===== src/rtl/issue_scoreboard_if.sv =====
// ---------------------------------------------------------------------------
// issue_scoreboard_if
//
// Purpose: bundles the issue handshake from decode/pc_gen and the
// calculation-unit writeback bus observed by the issue scoreboard.
//
// Signals:
//   iss_valid   decode presents an instruction
//   iss_ready   scoreboard accepts the instruction this cycle
//   iss_rs1_ad  source 1 address,       iss_rs1_v  source 1 is read
//   iss_rs2_ad  source 2 address,       iss_rs2_v  source 2 is read
//   iss_rd_ad   destination address,    iss_rd_v   instruction writes rd
//   res_v       writeback valid,        res_adr    writeback register address
//
// Modports:
//   master  driven by the decode / writeback side
//   slave   used by the scoreboard
// ---------------------------------------------------------------------------
interface issue_scoreboard_if;
    logic       iss_valid;
    logic       iss_ready;
    logic [4:0] iss_rs1_ad;
    logic       iss_rs1_v;
    logic [4:0] iss_rs2_ad;
    logic       iss_rs2_v;
    logic [4:0] iss_rd_ad;
    logic       iss_rd_v;
    logic       res_v;
    logic [4:0] res_adr;

    modport master (
        output iss_valid, iss_rs1_ad, iss_rs1_v, iss_rs2_ad, iss_rs2_v,
               iss_rd_ad, iss_rd_v, res_v, res_adr,
        input  iss_ready
    );

    modport slave (
        input  iss_valid, iss_rs1_ad, iss_rs1_v, iss_rs2_ad, iss_rs2_v,
               iss_rd_ad, iss_rd_v, res_v, res_adr,
        output iss_ready
    );
endinterface


===== src/rtl/issue_scoreboard.sv =====
// ---------------------------------------------------------------------------
// issue_scoreboard
//
// Purpose: hazard controller in front of the register-read stage. Keeps one
// busy bit per architectural register with a result in flight, stalls issue
// on RAW / WAW hazards or when the in-flight write limit is reached, and
// provides a drain sequence (RUN -> DRAIN -> HOLD) for quiescing issue.
//
// Ports:
//   clk            clock
//   rst_n          asynchronous active-low reset
//   bus            issue handshake + writeback bus (issue_scoreboard_if.slave)
//   drain_req      request to quiesce issue
//   drained_o      no writes outstanding while drain is active (registered)
//   inflight_o     outstanding register write count
//   busy_o         busy bit vector, register 0 never busy
//   stall_cause_o  {limit, waw, raw}, zero unless a valid issue is stalled
//
// Configuration:
//   SCOREBOARD_BYPASS_EN  when defined, a register being cleared by the
//                         writeback bus in the same cycle counts as not busy
//                         for hazards, and that writeback relieves the limit.
// ---------------------------------------------------------------------------
module issue_scoreboard #(
    parameter int xlen         = 32,
    parameter int NREG         = 32,
    parameter int MAX_INFLIGHT = 8
) (
    input  logic                                  clk,
    input  logic                                  rst_n,
    issue_scoreboard_if.slave                     bus,
    input  logic                                  drain_req,
    output logic                                  drained_o,
    output logic [$clog2(MAX_INFLIGHT+1)-1:0]     inflight_o,
    output logic [NREG-1:0]                       busy_o,
    output logic [2:0]                            stall_cause_o
);

    localparam int CW = $clog2(MAX_INFLIGHT + 1);
    localparam logic [CW-1:0] MAX_CNT = CW'(MAX_INFLIGHT);

    // Reject configurations the counter and busy vector cannot represent.
    if (xlen < 1 || MAX_INFLIGHT < 1 || MAX_INFLIGHT > NREG - 1) begin : g_bad_cfg
        $error("issue_scoreboard: invalid parameter combination");
    end

    typedef enum logic [1:0] {
        RUN   = 2'd0,
        DRAIN = 2'd1,
        HOLD  = 2'd2
    } state_t;

    state_t          state;
    logic [NREG-1:0] busy;
    logic [CW-1:0]   inflight;

    logic [NREG-1:0] busy_view;
    logic            wb_clear;
    logic            raw;
    logic            waw;
    logic            limit;
    logic            ready;
    logic            set_busy;
    logic [NREG-1:0] busy_next;

    // A writeback only counts when it retires a register that is actually
    // busy; writebacks to idle registers or register 0 are ignored so the
    // counter can never underflow.
    always_comb begin
        wb_clear = bus.res_v && (bus.res_adr != 5'd0) && busy[bus.res_adr];
    end

    // Hazard view of the busy bits. With the bypass, the register being
    // retired this cycle already looks free to the issuing instruction.
    always_comb begin
        busy_view = busy;
`ifdef SCOREBOARD_BYPASS_EN
        if (wb_clear) begin
            busy_view[bus.res_adr] = 1'b0;
        end
`endif
    end

    // Hazard detection and the ready decision. Register 0 is never set busy,
    // so it cannot raise raw/waw; the limit only applies to real writes.
    // Ready deliberately ignores iss_valid.
    always_comb begin
        raw   = (bus.iss_rs1_v && busy_view[bus.iss_rs1_ad]) ||
                (bus.iss_rs2_v && busy_view[bus.iss_rs2_ad]);
        waw   = bus.iss_rd_v && busy_view[bus.iss_rd_ad];
`ifdef SCOREBOARD_BYPASS_EN
        limit = bus.iss_rd_v && (bus.iss_rd_ad != 5'd0) &&
                (inflight == MAX_CNT) && !wb_clear;
`else
        limit = bus.iss_rd_v && (bus.iss_rd_ad != 5'd0) &&
                (inflight == MAX_CNT);
`endif
        ready = (state == RUN) && !drain_req && !raw && !waw && !limit;
        set_busy = bus.iss_valid && ready && bus.iss_rd_v &&
                   (bus.iss_rd_ad != 5'd0);
        stall_cause_o = (bus.iss_valid && !ready) ? {limit, waw, raw} : 3'b000;
    end

    // Next busy vector: clear the retired register first, then set the newly
    // issued destination so a same-register bypass keeps the bit set.
    always_comb begin
        busy_next = busy;
        if (wb_clear) begin
            busy_next[bus.res_adr] = 1'b0;
        end
        if (set_busy) begin
            busy_next[bus.iss_rd_ad] = 1'b1;
        end
    end

    // Busy bits and in-flight counter. A simultaneous issue and retire leave
    // the count unchanged; the bounds guards keep it within 0..MAX_INFLIGHT.
    always_ff @(posedge clk or negedge rst_n) begin
        if (!rst_n) begin
            busy     <= '0;
            inflight <= '0;
        end else begin
            busy <= busy_next;
            if (set_busy && !wb_clear && inflight != MAX_CNT) begin
                inflight <= inflight + 1'b1;
            end else if (wb_clear && !set_busy && inflight != '0) begin
                inflight <= inflight - 1'b1;
            end
        end
    end

    // Drain state machine with a registered drained flag. DRAIN waits for
    // the counter to reach zero, HOLD reports drained until the request
    // drops, and dropping the request mid-drain returns straight to RUN.
    always_ff @(posedge clk or negedge rst_n) begin
        if (!rst_n) begin
            state     <= RUN;
            drained_o <= 1'b0;
        end else begin
            unique case (state)
                RUN: begin
                    drained_o <= 1'b0;
                    if (drain_req) begin
                        state <= DRAIN;
                    end
                end
                DRAIN: begin
                    if (!drain_req) begin
                        state     <= RUN;
                        drained_o <= 1'b0;
                    end else if (inflight == '0) begin
                        state     <= HOLD;
                        drained_o <= 1'b1;
                    end else begin
                        drained_o <= 1'b0;
                    end
                end
                HOLD: begin
                    if (!drain_req) begin
                        state     <= RUN;
                        drained_o <= 1'b0;
                    end else begin
                        drained_o <= 1'b1;
                    end
                end
                default: begin
                    state     <= RUN;
                    drained_o <= 1'b0;
                end
            endcase
        end
    end

    // Output mapping.
    always_comb begin
        bus.iss_ready = ready;
        busy_o        = busy;
        inflight_o    = inflight;
    end

endmodule

===== src/flat_wrapper.sv =====
// flat-port wrapper written by rule: the top's interface ports become plain ports
module issue_scoreboard_flat 
#(
    parameter int xlen         = 32,
    parameter int NREG         = 32,
    parameter int MAX_INFLIGHT = 8
)
  (clk, rst_n, drain_req, drained_o, inflight_o, busy_o, stall_cause_o, bus_iss_valid, bus_iss_rs1_ad, bus_iss_rs1_v, bus_iss_rs2_ad, bus_iss_rs2_v, bus_iss_rd_ad, bus_iss_rd_v, bus_res_v, bus_res_adr, bus_iss_ready);
  issue_scoreboard_if bus_i ();
  input  logic clk;
  input  logic rst_n;
  input  logic drain_req;
  output logic drained_o;
  output logic [$clog2(MAX_INFLIGHT+1)-1:0] inflight_o;
  output logic [NREG-1:0] busy_o;
  output logic [2:0] stall_cause_o;
  input wire logic [$bits(bus_i.iss_valid)-1:0] bus_iss_valid;
  input wire logic [$bits(bus_i.iss_rs1_ad)-1:0] bus_iss_rs1_ad;
  input wire logic [$bits(bus_i.iss_rs1_v)-1:0] bus_iss_rs1_v;
  input wire logic [$bits(bus_i.iss_rs2_ad)-1:0] bus_iss_rs2_ad;
  input wire logic [$bits(bus_i.iss_rs2_v)-1:0] bus_iss_rs2_v;
  input wire logic [$bits(bus_i.iss_rd_ad)-1:0] bus_iss_rd_ad;
  input wire logic [$bits(bus_i.iss_rd_v)-1:0] bus_iss_rd_v;
  input wire logic [$bits(bus_i.res_v)-1:0] bus_res_v;
  input wire logic [$bits(bus_i.res_adr)-1:0] bus_res_adr;
  output wire logic [$bits(bus_i.iss_ready)-1:0] bus_iss_ready;
  assign bus_i.iss_valid = bus_iss_valid;
  assign bus_i.iss_rs1_ad = bus_iss_rs1_ad;
  assign bus_i.iss_rs1_v = bus_iss_rs1_v;
  assign bus_i.iss_rs2_ad = bus_iss_rs2_ad;
  assign bus_i.iss_rs2_v = bus_iss_rs2_v;
  assign bus_i.iss_rd_ad = bus_iss_rd_ad;
  assign bus_i.iss_rd_v = bus_iss_rd_v;
  assign bus_i.res_v = bus_res_v;
  assign bus_i.res_adr = bus_res_adr;
  assign bus_iss_ready = bus_i.iss_ready;
  issue_scoreboard #(.xlen(xlen), .NREG(NREG), .MAX_INFLIGHT(MAX_INFLIGHT)) u_core (.clk(clk), .rst_n(rst_n), .bus(bus_i), .drain_req(drain_req), .drained_o(drained_o), .inflight_o(inflight_o), .busy_o(busy_o), .stall_cause_o(stall_cause_o));
endmodule

===== config.mk =====
export PLATFORM = sky130hd
export DESIGN_NAME = issue_scoreboard_flat
export DESIGN_NICKNAME = d
export VERILOG_FILES = /design/src/rtl/issue_scoreboard_if.sv /design/src/rtl/issue_scoreboard.sv /design/src/flat_wrapper.sv
export SDC_FILE = /design/constraint.sdc
export NUM_CORES = 1
export LEC_CHECK = 0
export BUFFER_PORTS_ARGS = -buffer_cell sky130_fd_sc_hd__buf_4
export CAP_MARGIN = 0
export CORE_MARGIN = 8
export CORE_UTILIZATION = 39
export CTS_BUF_LIST = sky130_fd_sc_hd__clkbuf_4
export CTS_CLUSTER_DIAMETER = 150
export DETAILED_ROUTE_END_ITERATION = 10
export PLACE_DENSITY_LB_ADDON = 0.12
export SETUP_SLACK_MARGIN = 0.02
export SLEW_MARGIN = 20
export SYNTH_ARGS = -nofsm -noshare
export SYNTH_HDL_FRONTEND = slang
export SYNTH_SLANG_ARGS = --single-unit

===== constraint.sdc =====
create_clock -name clk -period 6.36 [get_ports clk]
set_input_delay 1.272 -clock clk [delete_from_list [all_inputs] [get_ports clk]]
set_output_delay 1.272 -clock clk [all_outputs]
set_load 0.005 [all_outputs]

Yosys cells after proc, flatten, opt, wreduce, memory -nomap -nowiden. Index checks and enable logic that the tools add are counted.

Add/subtract/negate cells: 2. Order comparisons: 6. Eq/ne operators: 7. Multiplexer cells: 26. Bitwise logic cells: 3. Reductions and logical operators: 36.

Operators by type and width (count): $mux 32 (2); $and 32x32->32 (1); $not 32->32 (1); $or 32x32->32 (1); $lt 5x6->1 const B (4); $logic_and 1x1->1 (21); $bmux 1 s5 (4); $demux 1 s5 (2); $ge 5x1->1 const B (2); $reduce_bool 5->1 (2); $mux 1 (9); $mux 2 (4); $mux 4 (2); $logic_not 1->1 (7); $pmux 2 s3 (1); $add 4x1->4 const B (1); $eq 4x4->1 const B (1); $logic_not 4->1 (1); $ne 2x2->1 const B (2); $ne 4x4->1 const B (1); $reduce_bool 4->1 (1); $sub 4x1->4 const B (1); $mux 3 (1); $ne 3x2->1 const B (1); 7 further kinds (7).

Register bits after elaboration: 39. Input port bits: 28. Logic and storage cells: 84.

Depth between registers and ports, before layout. Gate-level depths: netlist of the first run.

Depth in word-level cells: 16. Mapped depth: 15. Mapped depth without buffers: 12.

Worst setup path before layout of the first run. No wires, ideal clock.

Kind: input to register. Start point: input bus_iss_rs2_ad[1]. End point: register u_core.inflight[3] (netlist: u_core.inflight_o[3]). Arrival time: 4.145 ns. Required time: 6.226 ns. Path slack: 2.081 ns. Stages: 13. Cell sequence: buf_2 mux4_2 mux4_2 o21ai_1 o22ai_1 nor3_2 buf_4 nand2_1 ha_1 a21o_1 a21oi_1 nor3b_1 o311ai_1.

Word-level cells in the longest chain between the ends: 15.

Ends and longest elaborated chain: start, declared (RTL line flat_wrapper.sv:20) `input wire logic [$bits(bus_i.iss_rs2_ad)-1:0] bus_iss_rs2_ad;`; $bmux 1 s5 * (RTL line issue_scoreboard.sv:89) `(bus.iss_rs2_v && busy_view[bus.iss_rs2_ad]);`; $mux 1 (implied by the code) * (RTL line issue_scoreboard.sv:89); $logic_and 1x1->1 * (RTL line issue_scoreboard.sv:89); $logic_or 1x1->1 * (RTL line issue_scoreboard.sv:88) `raw = (bus.iss_rs1_v && busy_view[bus.iss_rs1_ad]) ||`; $logic_not 1->1 * (RTL line issue_scoreboard.sv:98) `ready = (state == RUN) && !drain_req && !raw && !waw && !limit;`; $logic_and 1x1->1 * (3 in series) (RTL line issue_scoreboard.sv:98); $logic_and 1x1->1 * (3 in series) (RTL line issue_scoreboard.sv:99) `set_busy = bus.iss_valid && ready && bus.iss_rd_v &&`; $logic_not 1->1 (RTL line issue_scoreboard.sv:126) `end else if (wb_clear && !set_busy && inflight != '0) begin`; $logic_and 1x1->1 (2 in series) (RTL line issue_scoreboard.sv:126); $reduce_bool 2->1 (no source line); end signal, assigned (RTL line issue_scoreboard.sv:125) `inflight <= inflight + 1'b1;`; end signal, assigned (RTL line issue_scoreboard.sv:127) `inflight <= inflight - 1'b1;`; end, declared (RTL line issue_scoreboard.sv:55) `logic [CW-1:0] inflight;`.

Mark *: on every way between the ends. The rest lies on a longest branch, timed or not. The select of a mux whose other input is x is not followed. A chain may end at the register's enable or synchronous reset.

Worst setup path in the final report of the first run.
Start point: input bus_iss_rs1_ad[1]. End point: register u_core.inflight[3] (netlist: u_core.inflight_o[3]).

Word-level cells in the longest chain between the ends: 15.

Ends and longest elaborated chain: start, declared (RTL line flat_wrapper.sv:18) `input wire logic [$bits(bus_i.iss_rs1_ad)-1:0] bus_iss_rs1_ad;`; $bmux 1 s5 * (RTL line issue_scoreboard.sv:88); $mux 1 (implied by the code) * (RTL line issue_scoreboard.sv:88); $logic_and 1x1->1 * (RTL line issue_scoreboard.sv:88); $logic_or 1x1->1 * (RTL line issue_scoreboard.sv:88); $logic_not 1->1 * (RTL line issue_scoreboard.sv:98); $logic_and 1x1->1 * (3 in series) (RTL line issue_scoreboard.sv:98); $logic_and 1x1->1 * (3 in series) (RTL line issue_scoreboard.sv:99); $logic_not 1->1 (RTL line issue_scoreboard.sv:126); $logic_and 1x1->1 (2 in series) (RTL line issue_scoreboard.sv:126); $reduce_bool 2->1 (no source line).

Marks and branches as above.

==> results_dict.tcl, run 1 <==
set metrics [dict create \
    power_density_nw_per_um2 239.1 \
    syn_to_final_growth_pct 19.38 \
    num_vias 3030 \
    synth_top_area_share_pct 31.30 \
    clk-insertion-delay-late_ns 0.37 \
    async_flop_share_pct 100.0 \
    critPathArrivalTime_ns 4.74 \
    synth_seq_cells 39 \
    numCtsBuffers 5 \
    io_buffer_count 68 \
    max_slew_margin_pct 46.37 \
    synth_warnings 0 \
    num_rows 32 \
    totalPowerFinal_mw 0.8900 \
    post-cts-setup-buffers 0 \
    critPathRequiredTime_ns 6.61 \
    grtUsageTotal_pct 19.95 \
    cp-start-kind "primary input" \
    ant_nets 0 \
    maxCapViolCount 0 \
    final_cell_mix "68 x buf_4, 50 x o21ai_0, 39 x dfrtp_1" \
    clock_tree.root_cell "clkbuf_4" \
    clk_pin_slew_worst_paths_ns 0.13 \
    first_iter_violations 294 \
    clkPwrFrac_pct 15.5 \
    r2r_start "u_core.busy_o[6]$_DFF_PN0_" \
    min_period_ns 4.497 \
    synth_top_cell_by_area "dfrtp_1" \
    cp-end-kind "flop" \
    ioPinCount 69 \
    synth_edf_count 0 \
    fin_crit_sh_pct 70.70 \
    ys_top_cells_by_area "dfrtp_1 31%, mux4_2 14%, mux2i_1 9.0%" \
    gp_congestion 0.8817 \
    die_y_um 105.4 \
    core-area_um2 7727 \
    ctsResizeCount 0 \
    avgRoutedWirePerCell_um 23.53 \
    outcome "completed" \
    final_layout_size_suffix_gt1_share_pct 31.42 \
    syn_nets 344 \
    die_x_um 105.4 \
    synth.avg_cell_area_um2 10.06 \
    yosysUniqueCellTypes 51 \
    min_delay_path_depth 0 \
    grt_pass1_vias 3040 \
    cts_tree "done" \
    fin_skew_ns 0.01541 \
    dr.pass1.iters 5 \
    rsz0062_at_grt "false" \
    design_area_um2 3722 \
    htreeDepth 2 \
    tns_ns 0 \
    start_util_pct 40.35 \
    min_to "u_core.busy_o[0]$_DFF_PN0_" \
    fmax_ghz 0.2224 \
    worstRegToRegCells 11 \
    reg2reg_to "u_core.inflight_o[3]$_DFFE_PN0P_" \
    hold_viol 0 \
    hold_start "u_core.busy_o[0]$_DFF_PN0_" \
    switchingPower_mw 0.3586 \
    dp_hpwl_um 8112 \
    overflow 0 \
    synth_seq_area_share_pct 31.30 \
    critPathMaxFanout 11 \
    leakagePower_nw 1.580 \
    final_max_slew_viol_count 0 \
    fin_nets 399 \
    internal_power_mw 0.5314 \
    drc 0 \
    diodes 0 \
    vias_per_cell 6.474 \
    p_comb_share_pct 41.2 \
    power_switching_share_pct 40.29 \
    setup_violations 0 \
    layout_commonest_cell "buf_4" \
    dieArea_um2 11110 \
    antenna_found_initial 0 \
    synthCells 310 \
    irDropWorstVdd_mv 0.1177 \
    critical_path_class "in -> reg" \
    grt_max_degree 40 \
    placed_cell_area_um2 3665 \
    grt_first_pass_wirelength_um 17570 \
    seqPwrFrac_pct 43.3 \
    clk_path_buf_depth 2 \
    r2r_slack_ns 2.43 \
    hp-class "reg -> reg" \
    clock-sinks 39 \
    synthesis.area_um2 3118 \
    synthFlopType "dfrtp_1" \
    tightestPinTransition_ns 0.7970 \
    cts_hold_buf 0 \
    finalWirelength_um 11010 \
]
## final cells by class
cell class,count,area [um^2]
multi-input cells,244,2024
flip-flops and latches,39,975.9
clock buffers,5,37.54
clock inverters,3,20.02
fillers,747,4005
well taps,102,127.6
repair buffers,68,510.5
inverters,7,26.28
## metal layers
metal	track usage (%)	routed length (um)	share of wire, %
met4	6.014	170	1.5
met3	3.593	825	7.5
met2	32.01	5231	47
met5	0	0	0
met1	26.71	4787	43
## power by group through the flow
stage          clock network (mW)  registers, mW  logic (mW)
6_report                    0.138          0.386       0.366
5_1_grt                     0.150          0.393       0.409
4_1_cts                     0.142          0.381       0.369
3_5_place_dp                    0          0.386       0.366
3_3_place_gp                    0          0.386       0.362
2_1_floorplan                   0          0.355       0.227
## flip-flops by register name (all words and copies together), names as in the netlist
name,cells
u_core.state,2
u_core.drained_o,1
u_core.busy_o,32
u_core.inflight_o,4
## worst max-delay path by stage
stage,slack [ns],start,end
6_report,1.86,bus_iss_rs1_ad[1],u_core.inflight_o[3]$_DFFE_PN0P_
5_1_grt,1.60,bus_iss_rs1_ad[1],u_core.inflight_o[3]$_DFFE_PN0P_
4_1_cts,1.89,bus_iss_rs1_ad[1],u_core.inflight_o[3]$_DFFE_PN0P_
3_5_place_dp,1.49,bus_iss_rs1_ad[1],u_core.inflight_o[3]$_DFFE_PN0P_
3_3_place_gp,1.59,bus_iss_rs1_ad[1],u_core.inflight_o[3]$_DFFE_PN0P_
2_1_floorplan,2.08,bus_iss_rs2_ad[1],u_core.inflight_o[3]$_DFFE_PN0P_
## stage by stage
stage,hold slack [ns],setup WS (ns),utilization [%],instances
after global routing,0.5587,1.596,48.17,468
after global placement,0.5117,1.585,47.43,460
after floorplan,0.5073,2.081,-,310
after CTS,0.5456,1.887,48.17,468
final,0.5418,1.863,48.17,468
after detailed placement,0.5203,1.492,47.43,460
## cells by family (layout without fill, tap and decap cells)
logic type	count (synthesis)	count (layout)	synth area share, %
compound gates	96	96	19.90
xor+xnor	2	2	0.5619
fa+ha+maj	6	6	2.649
buf+inv	27	83	3.772
flops	39	39	31.30
mux	54	54	25.60
simple gates	86	86	16.21
## cell usage after synthesis, types with 5 or more instances
| library cell | count |
|---|---|
| o21ai_0 | 50 |
| dfrtp_1 | 39 |
| mux2i_1 | 28 |
| mux4_2 | 20 |
| nand2_1 | 15 |
| clkbuf_1 | 14 |
| nor2_1 | 12 |
| o22ai_1 | 11 |
| nand3b_1 | 10 |
| nand2b_1 | 9 |
| inv_1 | 7 |
| mux2_2 | 6 |
| nand3_1 | 6 |
| a21oi_1 | 5 |
| ha_1 | 5 |
| nor3_1 | 5 |
| o2bb2ai_1 | 5 |
| o41ai_1 | 5 |
## critical path: stages
cell	delay (ns)
buf_4	0.17
mux4_2	0.52
mux4_2	0.46
o22ai_1	0.15
o22ai_1	0.17
nor3_2	0.64
nand2_1	0.23
ha_1	0.33
a21o_1	0.17
a21oi_1	0.26
nor3b_1	0.24
o311ai_1	0.12
Power figures use the tool's default switching activity.
==> run 2, diff against run 1 <==
==> constraint.sdc (replaced) <==
create_clock -name clk -period 4.1 [get_ports clk]
set_input_delay 0.82 -clock clk [delete_from_list [all_inputs] [get_ports clk]]
set_output_delay 0.82 -clock clk [all_outputs]
set_load 0.005 [all_outputs]
==> run 2 against run 1 <==
Effect of this change:
- via count decreased by 0.66%
- largest power group unchanged
- clock skew decreased by 0.011 ns
- highest routed layer unchanged
- flip-flop and latch count unchanged
- first-iteration DRC count decreased by 5.8%
- total power increased by 61%
- non-clock buffer count increased by 3
- worst setup slack got worse by 1.3 ns
- clock-buffer cell count unchanged
==> results_dict.tcl, run 2 (synthesis results as in run 1) <==
set metrics [dict create \
    leakagePower_nw 1.611 \
    fin_skew_ns 0.004569 \
    rsz0062_at_grt "false" \
    setup_violations 0 \
    fillers 740 \
    dr.pass1.iters 4 \
    grt_max_degree 40 \
    layout_commonest_cell "buf_4" \
    final_max_slew_viol_count 0 \
    max_slew_margin_pct 52.33 \
    ctsResizeCount 0 \
    post-cts-setup-buffers 0 \
    drc 0 \
    ant_nets 0 \
    clk-insertion-delay-late_ns 0.35 \
    power_density_nw_per_um2 379.8 \
    hp-class "in -> async" \
    critPathMaxFanout 7 \
    avgRoutedWirePerCell_um 22.75 \
    tns_ns 0 \
    cts_tree "done" \
    first_iter_violations 277 \
    min_period_ns 3.548 \
    irDropWorstVdd_mv 0.2342 \
    num_vias 3010 \
    hold_viol 0 \
    diodes 0 \
    multiInputGateArea_um2 2024 \
    vias_per_cell 6.391 \
    grt_first_pass_wirelength_um 17280 \
    start_util_pct 40.35 \
    clock-sinks 39 \
    fin_nets 402 \
    htreeDepth 2 \
    dp_hpwl_um 8009 \
    gp_congestion 0.8725 \
    overflow 0 \
    cpLargestDelayFamily "multiplexers" \
    fin_crit_sh_pct 86.53 \
    grt_pass1_vias 3001 \
    slowest_delay_ns 0.52 \
    crit_buf_inv 1 \
    num_rows 32 \
    dieArea_um2 11110 \
    final_layout_size_suffix_gt1_share_pct 31.71 \
    worstPathCellList "buf_4 -> mux4_2 -> mux4_2 -> o22ai_1 -> o22ai_1 -> nor3_2 -> nand2_1 -> ha_1 -> a21o_1 -> a21oi_1 -> nor3b_1 -> o311ai_1" \
    critical_path_class "in -> reg" \
    cp-start-kind "primary input" \
    die_y_um 105.4 \
    ioPinCount 69 \
    tightestPinTransition_ns 0.7085 \
    clk_pin_slew_worst_paths_ns 0.13 \
    finalWirelength_um 10720 \
    critPathRequiredTime_ns 4.34 \
    largest_reg_flops 32 \
    die_x_um 105.4 \
    cp_slowest_cell "mux4_2" \
    cp-end-kind "flop" \
    io_buffer_count 68 \
    numCtsBuffers 5 \
    totalPowerFinal_mw 1.429 \
    critPathArrivalTime_ns 3.79 \
    outcome "completed" \
    syn_to_final_growth_pct 20.71 \
    final_cell_mix "71 x buf_4, 50 x o21ai_0, 39 x dfrtp_1" \
    fmax_ghz 0.2819 \
    seq_area_um2 975.9 \
    core-area_um2 7727 \
    antenna_found_initial 0 \
    cts_hold_buf 0 \
    clk_path_buf_depth 2 \
    clock_tree.root_cell "clkbuf_4" \
    maxCapViolCount 0 \
    grtUsageTotal_pct 19.50 \
]
run 2: cell types whose count changed in the layout (fill, tap and decap cells not counted), sizes merged:
cell / delta
clkinvlp: -2
clkinv: +1
buf: +3
bufinv: +1
run 2: power by group:
part           leakage [nW]  switching, mW  internal [mW]
sequential            0.529          0.141          0.455
combinational          1.04          0.265          0.307
clock                0.0426          0.136          0.125
run 2: final cells by class:
type                    count  area share (%)
clock buffers               5          0.9973
clock inverters             3           1.031
inverters                   7          0.6981
multi-input cells         244           53.79
flip-flops and latches     39           25.93
well taps                 102           3.391
repair buffers             71           14.16
run 2: layer usage:
metal / up-vias / routed length (um) / GRT usage (%)
met5: - / 0 / 0
met4: 0 / 138 / 4.791
met3: 11 / 1073 / 5.055
met2: 173 / 4895 / 30.40
met1: 1485 / 4607 / 26.31
li1: 1341 / - / -
run 2: final timing paths:
kind | startpoint | cells after the start | slack (ns) | end
worst max-delay path | bus_iss_rs1_ad[1] | 12 | 0.55 | u_core.inflight_o[3]$_DFFE_PN0P_
worst min-delay path | rst_n | 1 | 0.42 | u_core.busy_o[27]$_DFF_PN0_
worst max register to register | u_core.busy_o[6]$_DFF_PN0_ | 11 | 0.68 | u_core.inflight_o[3]$_DFFE_PN0P_
worst min register to register | u_core.busy_o[0]$_DFF_PN0_ | 0 | 0.54 | u_core.busy_o[0]$_DFF_PN0_
max in group asynchronous | rst_n | 1 | 3.32 | u_core.drained_o$_DFF_PN0_
min in group clk | u_core.busy_o[0]$_DFF_PN0_ | 0 | 0.54 | u_core.busy_o[0]$_DFF_PN0_
run 2: stage by stage:
stage	std cells	instance area (um^2)	setup slack, ns	utilization (%)	hold slack [ns]
after floorplan	310	3118	0.2733	-	0.5073
after global placement	463	3687	0.3215	47.72	0.5098
after detailed placement	463	3687	0.2150	47.72	0.5192
after CTS	471	3764	0.5691	48.70	0.4377
after global routing	471	3764	0.3888	48.70	0.4541
final	471	3764	0.5521	48.70	0.4238
==> run 3, diff against run 2 <==
--- a/config.mk
+++ b/config.mk
@@ -7,6 +7,7 @@
 export LEC_CHECK = 0
 export BUFFER_PORTS_ARGS = -buffer_cell sky130_fd_sc_hd__buf_4
 export CAP_MARGIN = 0
+export CORE_ASPECT_RATIO = 1.4
 export CORE_MARGIN = 8
 export CORE_UTILIZATION = 39
 export CTS_BUF_LIST = sky130_fd_sc_hd__clkbuf_4
==> constraint.sdc (replaced) <==
create_clock -name clk -period 3.6 [get_ports clk]
set_input_delay 0.72 -clock clk [delete_from_list [all_inputs] [get_ports clk]]
set_output_delay 0.72 -clock clk [all_outputs]
set_load 0.005 [all_outputs]
==> run 3 against run 2 <==
Effect of this change:
- cell count up 3.0%
- first-iteration DRC count up 0.36%
- worst setup slack worse by 0.41 ns
- clock power up 19%
- wire length up 7.7%
==> results_dict.tcl, run 3 (synthesis results as in run 1) <==
set metrics [dict create \
    outcome "completed" \
    clock_tree.root_cell "clkbuf_4" \
    reg2reg_to "u_core.inflight_o[3]$_DFFE_PN0P_" \
    grtUsageTotal_pct 20.66 \
    final_cell_mix "87 x buf_4, 50 x o21ai_0, 39 x dfrtp_1" \
    hp-class "in -> async" \
    ioPinCount 69 \
    min_period_ns 3.455 \
    die_y_um 121.8 \
    fin_crit_sh_pct 95.97 \
    avgRoutedWirePerCell_um 23.79 \
    final_core_util_pct 50.29 \
    clk_pin_slew_worst_paths_ns 0.13 \
    max_slew_margin_pct 58.85 \
    leakagePower_nw 1.694 \
    critPathRequiredTime_ns 2.88 \
    cp_slowest_cell "dfrtp_1" \
    dr.pass1.iters 5 \
    grt_first_pass_wirelength_um 17860 \
    htreeDepth 2 \
    hold_viol 0 \
    largest_reg_flops 32 \
    die_x_um 91.57 \
    worstRegToRegCells 11 \
    numCtsBuffers 5 \
    antenna_found_initial 0 \
    vias_per_cell 6.344 \
    clk-insertion-delay-late_ns 0.36 \
    cp-end-kind "primary output" \
    clock-sinks 39 \
    ctsResizeCount 0 \
    dp_hpwl_um 8714 \
    final_layout_size_suffix_gt1_share_pct 35.32 \
    num_vias 3077 \
    start_util_pct 40.23 \
    fin_nets 418 \
    fmax_ghz 0.2894 \
    cp-start-kind "flop" \
    cts_tree "done" \
    gp_congestion 0.9102 \
    drc 0 \
    rsz0062_at_grt "false" \
    core-area_um2 7750 \
    r2r_slack_ns 0.34 \
    maxCapViolCount 0 \
    fin_skew_ns 0.006928 \
    design_area_um2 3897 \
    critPathMaxFanout 6 \
    post-cts-setup-buffers 0 \
    slowest_delay_ns 0.53 \
    final_max_slew_viol_count 0 \
    dieArea_um2 11150 \
    fillers 746 \
    worstPathCellList "mux4_2 -> mux4_2 -> o22ai_1 -> o22ai_1 -> buf_4 -> a21oi_1 -> and2_1 -> buf_4" \
    grt_pass1_vias 3131 \
    r2r_start "u_core.busy_o[4]$_DFF_PN0_" \
    setup_violations 0 \
    irDropWorstVdd_mv 0.3027 \
    num_rows 38 \
    finalWirelength_um 11540 \
    placed_cell_area_um2 3814 \
    tightestPinTransition_ns 0.6116 \
    diodes 0 \
    io_buffer_count 68 \
    overflow 0 \
    layout_commonest_cell "buf_4" \
    first_iter_violations 278 \
    critical_path_class "reg -> out" \
    cts_hold_buf 0 \
    ant_nets 0 \
    clk_path_buf_depth 2 \
    critPathArrivalTime_ns 2.73 \
    grt_max_degree 40 \
    syn_to_final_growth_pct 25.00 \
    power_density_nw_per_um2 435.9 \
]
run 3: cell types whose count changed in the layout (fill, tap and decap cells not counted), sizes merged:
cell,previous run,this run
buf,71,87
clkinvlp,0,1
inv,7,8
clkinv,2,0
run 3: layer usage:
layer | part of all wire, % | wire, um | up-vias | global-route usage (%)
li1 | - | - | 1363 | -
met1 | 37 | 4265 | 1497 | 23.29
met2 | 49 | 5651 | 172 | 35.09
met3 | 8.2 | 950 | 45 | 4.495
met4 | 5.8 | 669 | 0 | 12.44
met5 | 0 | 0 | - | 0
run 3: worst max-delay path by stage:
| stage | start | to | slack [ns] | cells past startpoint |
|---|---|---|---|---|
| finish | u_core.busy_o[4]$_DFF_PN0_ | bus_iss_ready | 0.15 | 8 |
| global route | u_core.busy_o[4]$_DFF_PN0_ | bus_iss_ready | 0.07 | 8 |
| CTS | u_core.busy_o[6]$_DFF_PN0_ | bus_iss_ready | 0.16 | 8 |
| detailed placement | bus_iss_rs1_ad[1] | u_core.inflight_o[3]$_DFFE_PN0P_ | -0.01 | 12 |
| global placement | bus_iss_rs1_ad[1] | u_core.inflight_o[3]$_DFFE_PN0P_ | 0.02 | 12 |
| floorplan | bus_iss_rs2_ad[1] | u_core.inflight_o[3]$_DFFE_PN0P_ | 0.02 | 13 |
run 3: where the power goes:
part	switching, mW	internal (mW)
Clock	0.164	0.148
Combinational	0.331	0.380
Sequential	0.157	0.518
Total	0.652	1.05
run 3: critical path, delay by kind of cell (launching register included):
family / cells / cell delay (ns)
buffers and inverters: 2 / 0.29
flip-flops: 1 / 0.53
multiplexers: 2 / 0.97
AND/OR/NAND/NOR: 1 / 0.13
AO/OA/AOI/OAI: 3 / 0.45
run 3: layout make-up:
type	instances	area [um^2]	area share, %
multi-input combinational	244	2033	52.17
sequential	39	975.9	25.04
timing repair buffer	87	653.1	16.76
tap	100	125.1	3.210
clock inverter	3	46.29	1.188
clock buffer	5	37.54	0.9631
inverter	7	26.28	0.6742
run 3: stage by stage:
| step | hold slack, ns | worst slack, ns | power (mW) | setup TNS (ns) | std cells |
|---|---|---|---|---|---|
| detailed placement | 0.5331 | -0.01175 | 1.391 | -0.01175 | 477 |
| floorplan | 0.4244 | 0.02050 | 1.037 | 0 | 310 |
| finish | 0.3246 | 0.1450 | 1.699 | 0 | 485 |
| global route | 0.3341 | 0.07461 | 1.809 | 0 | 485 |
| CTS | 0.3259 | 0.1646 | 1.710 | 0 | 485 |
| global placement | 0.5385 | 0.02276 | 1.383 | 0 | 477 |
